==> config.mk <==
export PLATFORM = sky130hd
export DESIGN_NAME = pc_unit
export DESIGN_NICKNAME = d
export VERILOG_FILES = /design/src/rtl/pc_pkg.sv /design/src/rtl/pc_next_calc.sv /design/src/rtl/pc_unit.sv
export SDC_FILE = /design/constraint.sdc
export NUM_CORES = 1
export LEC_CHECK = 0
export CAP_MARGIN = 20
export CELL_PAD_IN_SITES_DETAIL_PLACEMENT = 1
export CELL_PAD_IN_SITES_GLOBAL_PLACEMENT = 1
export CORE_AREA = 2 2 114 116
export DETAILED_ROUTE_END_ITERATION = 10
export DIE_AREA = 0 0 116 118
export DONT_BUFFER_PORTS = 1
export GPL_ROUTABILITY_DRIVEN = 0
export GPL_TIMING_DRIVEN = 0
export PLACE_DENSITY_LB_ADDON = 0.1
export SLEW_MARGIN = 40
export SYNTH_ARGS = -nofsm -noshare
export SYNTH_HDL_FRONTEND = slang
export SYNTH_SLANG_ARGS = --single-unit
export TNS_END_PERCENT = 5
==> constraint.sdc <==
create_clock -name clk -period 5 [get_ports clk]
set_clock_uncertainty 0.1 [all_clocks]
set_input_delay 0.75 -clock clk [delete_from_list [all_inputs] [get_ports clk]]
set_output_delay 0.75 -clock clk [all_outputs]
set_load 0.01 [all_outputs]
==> src/rtl/pc_pkg.sv <==
// Shared types and default vectors for the program-counter unit.
package pc_pkg;

   // Which source feeds the PC register on the next edge.
   typedef enum logic [2:0] {
      SEL_HOLD,
      SEL_SEQ,
      SEL_BR,
      SEL_J,
      SEL_JR,
      SEL_ERET,
      SEL_EXC
   } pc_sel_t;

   typedef enum logic {
      RUN,
      HANDLER
   } pc_state_t;

   localparam int unsigned PC_WIDTH_DEF     = 32;
   localparam logic [31:0] RESET_VECTOR_DEF = 32'h0000_0000;
   localparam logic [31:0] EXC_VECTOR_DEF   = 32'h0000_0080;

endpackage

==> src/rtl/pc_next_calc.sv <==
// Combinational next-PC candidates: pc+4, branch, jump and jump-register
// targets, plus misalignment flags for the targets that can be misaligned.
module pc_next_calc
   import pc_pkg::*;
#(
   parameter int unsigned WIDTH = PC_WIDTH_DEF
) (
   input  logic [WIDTH-1:0] pc,
   input  logic [15:0]      br_offset,
   input  logic [WIDTH-7:0] j_target,
   input  logic [WIDTH-1:0] jr_addr,
   output logic [WIDTH-1:0] pc_plus4,
   output logic [WIDTH-1:0] br_target,
   output logic [WIDTH-1:0] j_addr,
   output logic [WIDTH-1:0] jr_target,
   output logic             br_misal,
   output logic             jr_misal
);

   logic signed [17:0] br_byte_off;
   logic [WIDTH-1:0]   br_ext;

   // Target arithmetic wraps modulo 2^WIDTH; the word offset is scaled to
   // bytes before sign extension so the cast carries the sign correctly.
   always_comb begin
      br_byte_off = {br_offset, 2'b00};
      br_ext      = WIDTH'(br_byte_off);
      pc_plus4    = pc + WIDTH'(4);
      br_target   = pc_plus4 + br_ext;
      j_addr      = {pc_plus4[WIDTH-1:WIDTH-4], j_target, 2'b00};
      jr_target   = jr_addr;
      br_misal    = |br_target[1:0];
      jr_misal    = |jr_target[1:0];
   end

endmodule

==> src/rtl/pc_unit.sv <==
// Program-counter unit: holds the PC, picks the next PC by fixed priority,
// and tracks exception entry/return with an EPC register.
//
// state   | meaning
// --------+-----------------------------------------------------------
// RUN     | normal fetch; an exception saves pc to epc and enters HANDLER
// HANDLER | in exception handler; eret restores epc, a new exception
//         | re-enters the handler and sets the sticky double_fault flag
module pc_unit
   import pc_pkg::*;
#(
   parameter int unsigned     WIDTH        = PC_WIDTH_DEF,
   parameter logic [WIDTH-1:0] RESET_VECTOR = WIDTH'(RESET_VECTOR_DEF),
   parameter logic [WIDTH-1:0] EXC_VECTOR   = WIDTH'(EXC_VECTOR_DEF)
) (
   input  logic             clk,
   input  logic             reset,
   input  logic             stall,
   input  logic             branch_taken,
   input  logic [15:0]      br_offset,
   input  logic             jump,
   input  logic [WIDTH-7:0] j_target,
   input  logic             jr,
   input  logic [WIDTH-1:0] jr_addr,
   input  logic             exc,
   input  logic             eret,
   output logic [WIDTH-1:0] pc,
   output logic [WIDTH-1:0] pc_plus4,
   output logic [WIDTH-1:0] epc,
   output logic             in_handler,
   output logic             addr_err,
   output logic             double_fault
);

   pc_state_t        state;
   pc_sel_t          sel;
   logic             misal_trap;
   logic [WIDTH-1:0] br_target;
   logic [WIDTH-1:0] j_addr;
   logic [WIDTH-1:0] jr_target;
   logic             br_misal;
   logic             jr_misal;

   pc_next_calc #(
      .WIDTH (WIDTH)
   ) u_next_calc (
      .pc        (pc),
      .br_offset (br_offset),
      .j_target  (j_target),
      .jr_addr   (jr_addr),
      .pc_plus4  (pc_plus4),
      .br_target (br_target),
      .j_addr    (j_addr),
      .jr_target (jr_target),
      .br_misal  (br_misal),
      .jr_misal  (jr_misal)
   );

   assign in_handler = (state == HANDLER);

   // Strict priority select; a misaligned jr/branch target becomes an exception.
   // eret outside the handler is a plain sequential step that still masks
   // the lower-priority requests.
   always_comb begin
      sel        = SEL_SEQ;
      misal_trap = 1'b0;
      if (stall) begin
         sel = SEL_HOLD;
      end else if (exc) begin
         sel = SEL_EXC;
      end else if (eret) begin
         sel = (state == HANDLER) ? SEL_ERET : SEL_SEQ;
      end else if (jr) begin
         if (jr_misal) begin
            sel        = SEL_EXC;
            misal_trap = 1'b1;
         end else begin
            sel = SEL_JR;
         end
      end else if (jump) begin
         sel = SEL_J;
      end else if (branch_taken) begin
         if (br_misal) begin
            sel        = SEL_EXC;
            misal_trap = 1'b1;
         end else begin
            sel = SEL_BR;
         end
      end
   end

   // PC/EPC registers, exception FSM and fault flags.
   always_ff @(posedge clk or negedge reset) begin
      if (!reset) begin
         pc           <= RESET_VECTOR;
         epc          <= '0;
         state        <= RUN;
         addr_err     <= 1'b0;
         double_fault <= 1'b0;
      end else begin
         addr_err <= misal_trap;
         case (sel)
            SEL_HOLD: ;
            SEL_SEQ:  pc <= pc_plus4;
            SEL_BR:   pc <= br_target;
            SEL_J:    pc <= j_addr;
            SEL_JR:   pc <= jr_target;
            SEL_ERET: begin
               pc    <= epc;
               state <= RUN;
            end
            SEL_EXC: begin
               pc <= EXC_VECTOR;
               if (state == RUN) begin
                  epc   <= pc;
                  state <= HANDLER;
               end else begin
                  double_fault <= 1'b1;
               end
            end
            default:  pc <= pc_plus4;
         endcase
      end
   end

endmodule

==> results.toml <==
[final_layout]
multi_input_area_sq_mm = 0.00389
seq_area_sq_mm = 0.00168
nets = 790
final_area_sq_mm = 0.00639
antenna_cells = 0
area_growth_pct = 9.31
final_layout_size_suffix_gt1_share_pct = 13.3
n_fill_cell = 1486

[die]
io_pins = 181
fp.dieW_um = 116
core-area_sq_mm = 0.0124
dieArea_sq_mm = 0.0137
rows = 41
initial_utilization_pct = 47.1
die_h_um = 118

[placement]
postPlaceCellArea_sq_mm = 0.00606
pre_cts_ws_ns = 0.446
io_buffers = 0
place_hpwl_um = 18300

[yosys]
yosys.area_share.xor_xnor_pct = 6.59
synthMuxAreaShare_pct = 7.04
synthAdderAreaFrac_pct = 7.84
synth_top_family_by_area = "compound AO/OA/AOI/OAI gates"
ys.flop_type = "dfrtp_1"
synth_compound_area_share_pct = 27.9
yosys_warnings = 0
synth_nets = 778
syn-mean-instance-area_sq_um = 8.86
synth_cell_types = 74
synth_area_sq_mm = 0.00584
yosys-top-cells-count = "67 x dfrtp_1, 56 x nand2_1, 45 x a21oi_1"
seq_area_frac_synth_pct = 28.7
syn_inst = 660
synth_edf_count = 0
synth_top_area_share_pct = 28.7
async_flop_share_pct = 100
netlist_top_cells_area = "dfrtp_1 29%, ha_1 7.5%, mux2_2 6.2%"
synth_largest_area_cell = "dfrtp_1"
yosysMostFrequentCell = "dfrtp_1"
synthSimpleGateAreaFrac_pct = 17.2
ys_ff_latch = 67

[pwr]
vdd_drop_max_v = 0.000225
total_power_w = 0.00251
powerDensity_mw_per_mm2 = 393
cellLeakagePower_nw = 2.67

[timing]
fin_crit_sh_pct = 93.3
tightest_slew_ns = 0.879
slew_violations = 0
finalSetupTns_ns = 0
clock.fmax_mhz = 214
whs_ns = 0.179
worst_slack_ns = 0.337
finalSetupViolations = 0
hold_viol_final = 0
rsz0062_at_grt = "no"
relSlewSlack_pct = 41.4
finalCriticalPeriod_ns = 4.66

[cts]
post_cts_buffers = 0
cts.path.max_buffers = 2
cts-buffers-inserted = 9
cts_tree = "done"
numClockSinks = 67
root_buffer = "clkbuf_16"
cts.reportedPaths.clkPinSlew_ns = 0.06
cts_max_level = 3
worstSkewPairLatency_ns = 0.35

[grt]
grt_max_degree = 68
grt_pass1_vias = 6057
gr-total-overflow = 0
antenna_found_initial = 0
grt_pass1_wl_um = 35900
grtUsageTotal_pct = 35.3

[setup_path]
timing.rr.start = "pc[4]"
rr_worst_depth = 14
end_kind = "flop"
crit_required_ns = 5.14
path_max_fanout = 8
crit_arrival_ns = 4.80
timing_worst_setup_path_type = "reg -> reg"
startpoint = "pc[4]"
start_kind = "flop"

[min_path]
min_path_type = "in -> async"

[drt]
drtAntennaViolNets = 0
dr.first_iter.drc_count = 499
via_per_inst = 6.98
routedWlPerCell_um = 28.5
num_vias = 5920
drc = 0
dr.pass1.iters = 8
wl_um = 24200

[flow_run]
cap_violations = 0

[run_status]
status = "finished, final reports clean"
==> report_power, final <==
part	switching, W	internal (W)	total [W]
Combinational	0.000533	0.000353	0.000886
Clock	0.000269	0.000400	0.000668
Sequential	0.000271	0.000685	0.000957
==> flip-flops by register name, summed over array words and instances (netlist names) <==
register	count
pc	32
epc	32
double_fault	1
addr_err	1
in_handler	1
==> placed cells by master, fill, tap and decap left out, types with 3 or more instances in the layout <==
cell        n
xnor2_1    30
nor2_1     44
buf_2      12
inv_1      18
o21ai_0    37
nand2b_1    7
a221o_1    12
clkbuf_1   19
nand3_1    22
dfrtp_1    67
o21a_1     12
a222oi_1   11
or3_1       5
mux2_2     32
and2_1      6
a211oi_1    5
o221ai_1    4
xor2_1     14
buf_4       3
nor3_1     12
nand2_1    56
o31ai_1     5
o211ai_1   11
and3_1      3
and4_1      6
mux2i_1     4
a221oi_1   15
a31oi_1     9
nand4_1    11
a21o_1     18
o21ai_1     3
ha_1       35
nor3_2      5
o21bai_1    8
o21ai_2     3
clkbuf_16   9
a21oi_1    45
buf_6       3
==> logic make-up after synthesis <==
| family | Yosys count |
|---|---|
| buffers and inverters | 58 |
| multiplexers | 37 |
| AND/OR/NAND/NOR | 193 |
| adder cells (fa/ha/maj) | 36 |
| flip-flops | 67 |
| XOR/XNOR | 44 |
| AO/OA/AOI/OAI | 225 |
==> worst max-delay path, stage by stage, from the launching register on <==
cell and delay (ns):
dfrtp_1 0.39, buf_2 0.21, and4_1 0.32, and4_4 0.29, and4_1 0.29, and3_1 0.24
xor2_1 0.44, ha_1 0.38, and4_1 0.24, a221o_1 0.38, a211oi_4 0.45, o221ai_1 0.19
a31oi_1 0.33, mux2i_1 0.24, nor2_1 0.06
==> per-layer routing <==
metal  global-route usage [%]  vias to the layer above  wire (um)
li1                         -                     2527          -
met1                     45.3                     3022       9900
met2                     55.7                      324      11300
met3                     12.4                       47       2430
met4                     10.7                        0        576
met5                        0                        -          0
==> stage by stage <==
| stage | instances | util (%) |
|---|---|---|
| 6_report | 848 | 51.5 |
| 5_1_grt | 848 | 51.5 |
| 4_1_cts | 848 | 51.5 |
| 3_5_place_dp | 832 | 48.8 |
| 3_3_place_gp | 832 | 48.8 |
| 2_1_floorplan | 660 | - |
==> cell type report <==
class | count | area share, %
plain buffers | 39 | 3.23
clock buffers | 10 | 3.74
clock inverters | 5 | 0.979
inverters | 19 | 1.12
multi-input cells | 535 | 60.9
flip-flops and latches | 67 | 26.2
well taps | 172 | 3.37
repair buffers | 1 | 0.431
==> timing repair <==
action	CTS	global route
hold endpoints to repair	67	0
gates resized for setup	0	0
hold buffers	1	0
==> path summary, 6_finish.rpt <==
check / end / slack, ns
hold / removal: epc[1] / 0.18
hold reg to reg: double_fault / 0.43
setup / recovery: pc[31] / 0.34
min in group clk: double_fault / 0.43
max in group asynchronous: pc[9] / 4.30
setup reg to reg: pc[31] / 0.34
Power figures use the tool's default switching activity.
